$ cat src/rtl/qn_readout_pkg.sv
// Shared definitions for the event readout sequencer.
//   state_t      : sequencer FSM states (exposed as the `state` register in the top)
//   ID_HEADER    : id byte of the per-event header word
//   ID_TRAILER   : id byte of the per-event trailer word
//   pack_word()  : builds a FIFO word {payload, id}; callers truncate to their word width
package qn_readout_pkg;

    localparam int ID_W          = 8;
    localparam int PAYLOAD_MAX_W = 32;   // widest TIME_W the helper supports

    localparam logic [ID_W-1:0] ID_HEADER  = 8'hFE;
    localparam logic [ID_W-1:0] ID_TRAILER = 8'hFF;

    typedef enum logic [2:0] {
        ST_IDLE    = 3'd0,
        ST_WINDOW  = 3'd1,
        ST_CHECK   = 3'd2,
        ST_HEADER  = 3'd3,
        ST_SCAN    = 3'd4,
        ST_TRAILER = 3'd5,
        ST_CLEAR   = 3'd6
    } state_t;

    function automatic logic [PAYLOAD_MAX_W+ID_W-1:0] pack_word(
        input logic [PAYLOAD_MAX_W-1:0] payload,
        input logic [ID_W-1:0]          id
    );
        return {payload, id};
    endfunction

endpackage

$ cat src/rtl/chan_select.sv
// Combinational channel selector for the readout scan.
//   idx      in  8              scan index; values >= N_CH select nothing (outputs 0)
//   ch_hit   in  N_CH           per-channel time-valid flags
//   ch_time  in  N_CH*TIME_W    per-channel hit times, channel i at [i*TIME_W +: TIME_W]
//   sel_hit  out 1              ch_hit[idx]
//   sel_time out TIME_W         time of channel idx
module chan_select #(
    parameter int N_CH   = 32,
    parameter int TIME_W = 8
) (
    input  logic [7:0]             idx,
    input  logic [N_CH-1:0]        ch_hit,
    input  logic [N_CH*TIME_W-1:0] ch_time,
    output logic                   sel_hit,
    output logic [TIME_W-1:0]      sel_time
);

    always_comb begin
        sel_hit  = 1'b0;
        sel_time = '0;
        for (int i = 0; i < N_CH; i++) begin
            if (idx == 8'(i)) begin
                sel_hit  = ch_hit[i];
                sel_time = ch_time[i*TIME_W +: TIME_W];
            end
        end
    end

endmodule

$ cat src/rtl/event_readout_seq.sv
// Event readout sequencer: on a trigger edge opens the capture gate, then
// serialises every channel's hit time into the readout FIFO as
// header / data / trailer words, followed by a tube clear pulse.
//   clk50      in  1             system clock (posedge)
//   rst        in  1             synchronous active-high reset
//   trig       in  1             trigger; rising edge accepted only when idle
//   zs_en      in  1             zero suppression, latched on trigger acceptance
//   ch_hit     in  N_CH          per-channel time-valid flags
//   ch_time    in  N_CH*TIME_W   per-channel hit times
//   fifo_space in  SPACE_W       free words in the readout FIFO
//   fifo_full  in  1             readout FIFO full
//   gate       out 1             capture window
//   tube_clr   out 1             clear pulse to the tube channels
//   fifo_din   out TIME_W+8      FIFO word {payload, id}
//   fifo_wr_en out 1             FIFO write strobe
//   busy       out 1             sequencer not idle
//   overflow   out 1             sticky: a write happened while fifo_full was high
//   drop_cnt   out 16            saturating count of events dropped for lack of space
//
// FIFO interface: write-only, no back-pressure. A word is transferred in every
// cycle fifo_wr_en is high; fifo_din is only meaningful in those cycles and
// holds its last value otherwise. fifo_full never stalls the sequencer, it
// only sets overflow.
module event_readout_seq
    import qn_readout_pkg::*;
#(
    parameter int N_CH       = 32,
    parameter int TIME_W     = 8,
    parameter int WINDOW_CYC = 256,
    parameter int CLR_CYC    = 11,
    parameter int SPACE_W    = 10
) (
    input  logic                   clk50,
    input  logic                   rst,
    input  logic                   trig,
    input  logic                   zs_en,
    input  logic [N_CH-1:0]        ch_hit,
    input  logic [N_CH*TIME_W-1:0] ch_time,
    input  logic [SPACE_W-1:0]     fifo_space,
    input  logic                   fifo_full,
    output logic                   gate,
    output logic                   tube_clr,
    output logic [TIME_W+7:0]      fifo_din,
    output logic                   fifo_wr_en,
    output logic                   busy,
    output logic                   overflow,
    output logic [15:0]            drop_cnt
);

    localparam int WORD_W  = TIME_W + ID_W;
    localparam int CNT_MAX = (WINDOW_CYC > CLR_CYC) ? WINDOW_CYC : CLR_CYC;
    localparam int CNT_W   = $clog2(CNT_MAX + 1);

    localparam logic [CNT_W-1:0]   WIN_LOAD  = CNT_W'(WINDOW_CYC - 1);
    localparam logic [CNT_W-1:0]   CLR_LOAD  = CNT_W'(CLR_CYC - 1);
    localparam logic [SPACE_W:0]   MIN_SPACE = (SPACE_W+1)'(N_CH + 2);
    localparam logic [7:0]         SEL_END   = 8'(N_CH);

    state_t              state;
    logic [CNT_W-1:0]    cnt;       // cycles remaining in WINDOW / CLEAR
    logic [7:0]          sel;       // channel being sampled; N_CH means "emit trailer"
    logic                zs_q;
    logic                trig_q;
    logic [TIME_W-1:0]   event_num;
    logic [TIME_W-1:0]   n_data;
    logic                sel_hit;
    logic [TIME_W-1:0]   sel_time;

    function automatic logic [WORD_W-1:0] mk_word(
        input logic [TIME_W-1:0] payload,
        input logic [ID_W-1:0]   id
    );
        return WORD_W'(pack_word(PAYLOAD_MAX_W'(payload), id));
    endfunction

    chan_select #(
        .N_CH   (N_CH),
        .TIME_W (TIME_W)
    ) u_chan_select (
        .idx      (sel),
        .ch_hit   (ch_hit),
        .ch_time  (ch_time),
        .sel_hit  (sel_hit),
        .sel_time (sel_time)
    );

    assign gate     = (state == ST_WINDOW);
    assign tube_clr = (state == ST_CLEAR);
    assign busy     = (state != ST_IDLE);

    // The state names track what is on the FIFO port: HEADER while the header
    // is presented, SCAN while data slots are presented, TRAILER while the
    // trailer is presented. Each word is registered one cycle ahead, so the
    // channel sampled through chan_select is the one that appears next cycle.
    always_ff @(posedge clk50) begin
        if (rst) begin
            state      <= ST_CLEAR;
            cnt        <= CLR_LOAD;
            sel        <= '0;
            zs_q       <= 1'b0;
            trig_q     <= 1'b0;
            event_num  <= '0;
            n_data     <= '0;
            fifo_din   <= '0;
            fifo_wr_en <= 1'b0;
            overflow   <= 1'b0;
            drop_cnt   <= '0;
        end else begin
            trig_q     <= trig;
            fifo_wr_en <= 1'b0;
            if (fifo_wr_en && fifo_full) begin
                overflow <= 1'b1;
            end

            case (state)
                ST_IDLE: begin
                    if (trig && !trig_q) begin
                        zs_q  <= zs_en;
                        cnt   <= WIN_LOAD;
                        state <= ST_WINDOW;
                    end
                end

                ST_WINDOW: begin
                    if (cnt == '0) begin
                        state <= ST_CHECK;
                    end else begin
                        cnt <= cnt - CNT_W'(1);
                    end
                end

                ST_CHECK: begin
                    // Whole event (header + N_CH data + trailer) must fit, else drop it.
                    if ({1'b0, fifo_space} < MIN_SPACE) begin
                        if (drop_cnt != 16'hFFFF) begin
                            drop_cnt <= drop_cnt + 16'd1;
                        end
                        event_num <= event_num + TIME_W'(1);
                        cnt       <= CLR_LOAD;
                        state     <= ST_CLEAR;
                    end else begin
                        fifo_din   <= mk_word(event_num, ID_HEADER);
                        fifo_wr_en <= 1'b1;
                        sel        <= '0;
                        n_data     <= '0;
                        state      <= ST_HEADER;
                    end
                end

                ST_HEADER, ST_SCAN: begin
                    if (sel == SEL_END) begin
                        fifo_din   <= mk_word(n_data, ID_TRAILER);
                        fifo_wr_en <= 1'b1;
                        state      <= ST_TRAILER;
                    end else begin
                        // Suppressed channels keep their slot so event latency is fixed.
                        if (!zs_q || sel_hit) begin
                            fifo_din   <= mk_word(sel_time, sel);
                            fifo_wr_en <= 1'b1;
                            n_data     <= n_data + TIME_W'(1);
                        end
                        sel   <= sel + 8'd1;
                        state <= ST_SCAN;
                    end
                end

                ST_TRAILER: begin
                    event_num <= event_num + TIME_W'(1);
                    cnt       <= CLR_LOAD;
                    state     <= ST_CLEAR;
                end

                ST_CLEAR: begin
                    if (cnt == '0) begin
                        state <= ST_IDLE;
                    end else begin
                        cnt <= cnt - CNT_W'(1);
                    end
                end

                default: begin
                    cnt   <= CLR_LOAD;
                    state <= ST_CLEAR;
                end
            endcase
        end
    end

endmodule
$ cat config.mk
export PLATFORM = sky130hd
export DESIGN_NAME = event_readout_seq
export DESIGN_NICKNAME = d
export VERILOG_FILES = /design/src/rtl/qn_readout_pkg.sv /design/src/rtl/chan_select.sv /design/src/rtl/event_readout_seq.sv
export SDC_FILE = /design/constraint.sdc
export NUM_CORES = 1
export LEC_CHECK = 0
export BUFFER_PORTS_ARGS = -buffer_cell sky130_fd_sc_hd__buf_2
export CORE_AREA = 10 10 137 139
export CTS_CLUSTER_DIAMETER = 60
export CTS_CLUSTER_SIZE = 14
export DETAILED_ROUTE_END_ITERATION = 16
export DIE_AREA = 0 0 147 149
export GPL_ROUTABILITY_DRIVEN = 0
export PLACE_DENSITY = 0.77
export SYNTH_ARGS = -nofsm -noshare
export SYNTH_HDL_FRONTEND = slang
export SYNTH_SLANG_ARGS = --single-unit
$ cat constraint.sdc
create_clock -name clk50 -period 2.8 [get_ports clk50]
set_clock_uncertainty 0.15 [all_clocks]
set_input_delay 0.56 -clock clk50 [delete_from_list [all_inputs] [get_ports clk50]]
set_output_delay 0.56 -clock clk50 [all_outputs]
set_load 0.02 [all_outputs]
==> results of run 1 <==
[metrics by stage]
| step | util [%] | setup slack [ns] | hold WS (ns) | cell area (um^2) | instances |
|---|---|---|---|---|---|
| 2_1_floorplan | - | -0.01040 | 0.2624 | 6849 | 991 |
| 3_5_place_dp | 60.69 | -0.3353 | 0.2760 | 9814 | 1630 |
| 4_1_cts | 65.07 | -0.1177 | 0.2846 | 10520 | 1659 |
| 5_1_grt | 67.61 | -0.2753 | 0.3053 | 10930 | 1678 |
| 6_report | 67.61 | -0.2017 | 0.2899 | 10930 | 1678 |
| 3_3_place_gp | 60.69 | -0.3414 | 0.2705 | 9814 | 1630 |
[critical path, delay by kind of cell (launching register included)]
kind / cells / cell delay [ns]
AND/OR/NAND/NOR: 2 / 0.80
flip-flops: 1 / 0.32
buffers and inverters: 1 / 0.15
AO/OA/AOI/OAI: 6 / 1.47
[logic make-up after synthesis]
kind of cell             Yosys count  synth area share (%)
flip-flops                        72                 21.26
AND/OR/NAND/NOR                  405                 29.20
buffers and inverters            101                 5.943
AO/OA/AOI/OAI                    374                 38.06
adder cells (fa/ha/maj)            8                 1.477
XOR/XNOR                          28                 3.617
multiplexers                       3                0.4430
[per-layer routing]
metal / GRT usage (%) / share of wire, % / vias up
met5: 0 / 0.047 / -
met3: 9.254 / 13 / 221
met4: 13.88 / 5.9 / 2
li1: - / - / 4694
met1: 38.28 / 34 / 4779
met2: 56.39 / 47 / 935
[worst max path at each step]
stage	slack [ns]	cells past startpoint	to
3_5_place_dp	-0.34	12	fifo_din[12]
6_report	-0.20	9	n_data[5]
4_1_cts	-0.12	9	fifo_din[13]
5_1_grt	-0.28	11	n_data[4]
2_1_floorplan	-0.01	10	n_data[3]
3_3_place_gp	-0.34	12	fifo_din[12]
[Yosys cell counts, drive strengths merged (21+ instances only)]
master,count
nor3,29
dfxtp,72
o21ai,79
nand3,31
a211oi,21
a21oi,66
clkbuf,60
nor2,118
o22ai,24
nand2,111
a22oi,23
[final cells by class]
class                           count  area, um^2  share of cell area, %
Antenna cell                        3       7.507                0.06867
Clock buffer                       10       239.0                  2.186
Clock inverter                      6       82.58                 0.7553
Inverter                           21       86.33                 0.7897
Multi-Input combinational cell    818        5404                  49.43
Sequential cell                    72        1449                  13.25
Tap cell                          220       275.3                  2.518
Timing Repair Buffer              528        3390                  31.00
[sequential cells by signal, indices dropped and copies added, names as in the netlist]
name,count
fifo_din,16
event_num,8
n_data,8
sel,8
state,3
zs_q,1
overflow,1
cnt,9
trig_q,1
fifo_wr_en,1
drop_cnt,16
[where the power goes]
part           switching, mW  internal, mW  total (mW)
sequential             0.131          1.18        1.31
combinational           2.93          2.36        5.29
clock                  0.447         0.799        1.25
total                   3.51          4.35        7.85
[what timing repair did]
item	CTS	global route
hold buffers	0	0
gates cloned	3	1
pin swaps	15	29
resized for setup	50	74
buffers inserted	10	15
setup endpoints to repair	24	25
==> run_results.csv, run 1 <==
group,metric,value,unit
outcome,outcome,"complete, but fails checks",
outcome,violations,"negative setup slack",
route,routed_wl,40.15,mm
yosys,synth_largest_area_cell,"dfxtp_1",
flow_run,drv_cap,0,
power,cellPowerDensity,718.3,nW/um^2
yosys,netlist_instances,991,
route,drc,0,
die,core.rowCount,47,
sta,min_period,3.002,ns
global_routing,grt_pass1_wl,58.18,mm
setup_path,worstPathArrival,3.07,ns
hold_path,hold_end,"cnt[8]",
power,power_leakage,4.742,nW
die,fp.dieArea,21900,um^2
setup_path,slowest_stage,"or4_4",
yosys,ys_top_cells_by_area,"dfxtp_1 (21%), nor2_1 (6.3%), nand2_1 (6.1%), o21ai_0 (5.8%), a21oi_1 (4.9%)",
cells_and_area,final_common_cell,"buf_2",
setup_path,crit_chain,"or4_4 > nor2_8 > o221a_1 > o221ai_2 > a221o_2 > a21o_4 > buf_4 > o31ai_1 > a21oi_1",
sta,finalSetupViolations,24,
clocking,cts_tree,"done",
global_routing,grt_use_total,33.08,%
sta,timing.final.ws_setup,-0.2017,ns
yosys,netlist.area_leader.share,21.26,%
yosys,syn_area,6779,um^2
hold_path,hold_depth,2,
cells_and_area,fill_cells,1271,
place,port_buffers,338,
route,drt_iter0_drc,1529,
yosys,synth_cell_types,77,
route,final_antenna_net_count,0,
sta,hold_viol_final,0,
sta,fin_tns_setup,-2.733,ns
yosys,syn_area_per_cell,6.841,um^2
sta,fin_crit_sh,107.2,%
clocking,path_clk_slew,0.06,ns
yosys,seq_area_frac_synth,21.26,%
die,die_w,147,um
yosys,ys_ff_latch,72,
die,floorplan.initialDensity,41.92,%
cells_and_area,area_growth,61.28,%
global_routing,grt_pass1_vias,10193,
route,vias,10631,
setup_path,critPathMaxFanout,7,
clocking,cts.sink_count,72,
setup_path,worstSetupStartpointType,"flip-flop",
clocking,clk_latency,0.34,ns
die,core,16170,um^2
sta,fmax,0.3331,GHz
yosys,synth-edff-count,0,
route,drt_pass1_iterations,6,
clocking,cts_root_buf,"clkbuf_16",
setup_path,cp_slowest_stage_delay,0.67,ns
place,dp_hpwl,30.69,mm
setup_path,r2r-end,"n_data[5]",
sta,relSlewSlack,60.13,%
clocking,cts_buffers,9,
power,power,7.853,mW
global_routing,grt_antenna_before_repair,4,
cells_and_area,finalNetCount,1761,
power,irDropWorstVdd,0.0004761,V
setup_path,crit_required,2.87,ns
yosys,ys_async_sr_fraction,0,%
route,viasPerCell,6.336,
sta,drv_slew,0,
clocking,clock_path_buffers,2,
clocking,cts.htree.levels,3,
hold_path,min-delay-start,"cnt[8]",
die,die_h,149,um
setup_path,crit_type,"flip-flop to flip-flop",
global_routing,grt_max_degree,35,
cells_and_area,final_cell_mix,"buf_2 (338), buf_4 (160), nand2_1 (108)",
route,routedWlPerCell,23.93,um
cells_and_area,drive_gt1_share,44.05,%
hold_path,hold_class,"flip-flop to flip-flop",
sta,worst_pin_slew,0.5903,ns
setup_path,critPathLaunch,"sel[6]",
die,io-pin-count,340,
yosys,ys_warn_count,0,
setup_path,rr_startpoint,"sel[6]",
setup_path,end_kind,"flip-flop",
yosys,synth_ff_type,"dfxtp_1",
yosys,syn_nets,1302,
sta,rsz0062_at_grt,"true",
setup_path,r2r_setup_slack,-0.20,ns
global_routing,globalRouteOverflowTotal,0,
setup_path,r2r_cells,9,
Note: power is estimated with default switching activity, not from simulation.
==> run 2: changes to the inputs <==
- CELL_PAD_IN_SITES_DETAIL_PLACEMENT: not set -> 1
- CELL_PAD_IN_SITES_GLOBAL_PLACEMENT: not set -> 2
- CORE_AREA: 10 10 137 139 -> 10 10 191 193
- DIE_AREA: 0 0 147 149 -> 0 0 201 203
- PLACE_DENSITY: 0.77 -> 0.75
==> run_results.csv, run 2 (synthesis gave the netlist of run 1 again) <==
group,metric,value,unit
place,dp_hpwl,40.43,mm
route,routed_wl,49.29,mm
global_routing,grt-busiest-layer,"met2",
global_routing,grt_use_met3,5.986,%
setup_path,crit_required,2.91,ns
die,io-pin-count,340,
die,floorplan.initialDensity,20.89,%
setup_path,critPathMaxFanout,5,
global_routing,grt_antenna_before_repair,28,
sta,fin_crit_sh,110.1,%
route,vias,10649,
die,fp.dieArea,40800,um^2
cells_and_area,final_common_cell,"buf_2",
setup_path,cp_num_buf_inv,3,
clocking,cts.sink_count,72,
power,irDropWorstVdd,0.0003619,V
global_routing,met1_usage,24.63,%
setup_path,path_common_cell,"buf_6",
outcome,outcome,"complete, but fails checks",
cells_and_area,fill_cells,4089,
setup_path,r2r_setup_slack,-0.28,ns
sta,worst_pin_slew,0.5595,ns
die,die_w,201,um
setup_path,end_kind,"flip-flop",
sta,rsz0062_at_grt,"true",
clocking,cts_root_buf,"clkbuf_16",
setup_path,path_depth,11,
setup_path,r2r_cells,11,
global_routing,globalRouteOverflowTotal,0,
flow_run,drv_cap,0,
setup_path,critPathLaunch,"sel[5]",
cells_and_area,regArea,1455,um^2
cells_and_area,area_growth,74.53,%
setup_path,rr_startpoint,"sel[5]",
cells_and_area,drive_gt1_share,48.09,%
global_routing,grt_pass1_wl,70.97,mm
setup_path,crit_type,"flip-flop to flip-flop",
global_routing,grt_use_total,22.63,%
route,drt_iter0_drc,736,
hold_path,hold_class,"flip-flop to flip-flop",
setup_path,critPathTopFamily,"compound AO/OA/AOI/OAI gates",
route,final_antenna_net_count,0,
die,die_h,203,um
setup_path,worstPathArrival,3.20,ns
setup_path,critPathCapture,"fifo_din[11]",
sta,finalSetupViolations,25,
cells_and_area,multi_input_area,5548,um^2
sta,min_period,3.081,ns
sta,fmax,0.3245,GHz
die,core,32450,um^2
sta,drv_slew,0,
clocking,path_clk_slew,0.06,ns
sta,hold_viol_final,0,
place,place_ws,-0.5127,ns
setup_path,slowest_stage,"or4_4",
sta,timing.final.ws_setup,-0.2815,ns
outcome,violations,"negative setup slack",
route,drt_pass1_iterations,5,
clocking,cts_tree,"done",
setup_path,r2r-end,"fifo_din[11]",
power,power_leakage,5.061,nW
power,power,8.188,mW
global_routing,grt_use_met2,39.44,%
clocking,cts_buffers,9,
power,cellPowerDensity,692.1,nW/um^2
place,port_buffers,338,
route,viasPerCell,5.384,
cells_and_area,reg_top3,"drop_cnt: 16 flops, fifo_din: 16 flops, cnt: 9 flops",
die,core.rowCount,66,
cells_and_area,final_cell_mix,"buf_2 (338), buf_4 (230), nand2_1 (111)",
route,routedWlPerCell,24.92,um
setup_path,cp_slowest_stage_delay,0.65,ns
global_routing,grt_pass1_vias,11419,
route,drc,0,
cells_and_area,finalNetCount,1830,
clocking,clk_latency,0.34,ns
sta,relSlewSlack,62.56,%
clocking,clock_path_buffers,2,
setup_path,worstSetupStartpointType,"flip-flop",
clocking,cts.htree.levels,3,
global_routing,grt_max_degree,23,
setup_path,crit_chain,"or4_4 > buf_6 > nor2_4 > a22oi_2 > o211a_1 > a221o_2 > a211oi_4 > buf_6 > buf_8 > o21ai_1 > a31oi_1",
==> run 2: worst min-delay path by stage <==
stage               startpoint      to  depth (start not counted)
finish                  cnt[8]  cnt[8]                          2
global route              trig  trig_q                          2
CTS                       trig  trig_q                          2
detailed placement      cnt[8]  cnt[8]                          2
global placement        cnt[8]  cnt[8]                          2
floorplan               cnt[8]  cnt[8]                          2
==> run 2: final cells by class <==
cell class	count	area share (%)
antenna	14	0.2961
clock buffer	9	1.904
clock inverter	5	0.4230
inverter	21	0.6874
multi-input combinational	818	46.89
sequential	72	12.30
tap	442	4.674
timing repair buffer	597	32.83
==> run 2: per-stage QoR <==
stage               instances  area (um^2)   TNS, ns  utilization, %  hold slack (ns)
global route             1974        11820    -7.377           36.43           0.3016
finish                   1978        11830    -4.970           36.46           0.2855
floorplan                 991         6849  -0.01050               -           0.2624
CTS                      1954        11420    -4.298           35.18           0.2871
global placement         1922        10610    -4.134           32.69           0.2687
detailed placement       1922        10610    -6.359           32.69           0.2812
==> run 2: per-layer routing <==
layer,vias to the layer above,share of wire [%]
li1,4838,-
met2,480,49
met5,-,0.34
met3,139,7.9
met4,28,5.2
met1,5164,38
==> run 2: worst reg2reg max path: stages (launching register included) <==
cell and delay [ns]:
dfxtp_4 0.36, or4_4 0.65, buf_6 0.19, nor2_4 0.12, a22oi_2 0.08, o211a_1 0.13, a221o_2 0.47, a211oi_4 0.36
buf_6 0.17, buf_8 0.13, o21ai_1 0.06, a31oi_1 0.15
==> run 2: timing repair <==
action	4_1_cts	5_1_grt
endpoints found under the setup margin	28	29
cloned	2	1
resized for setup	76	86
setup buffers	18	13
pin swaps	24	36
hold buffers	0	0
==> run 2: where the power goes <==
group	leakage, nW	internal [mW]	total, mW	switching, mW
clock	0.141	0.673	1.10	0.431
sequential	0.589	1.18	1.31	0.134
combinational	4.33	2.55	5.77	3.22
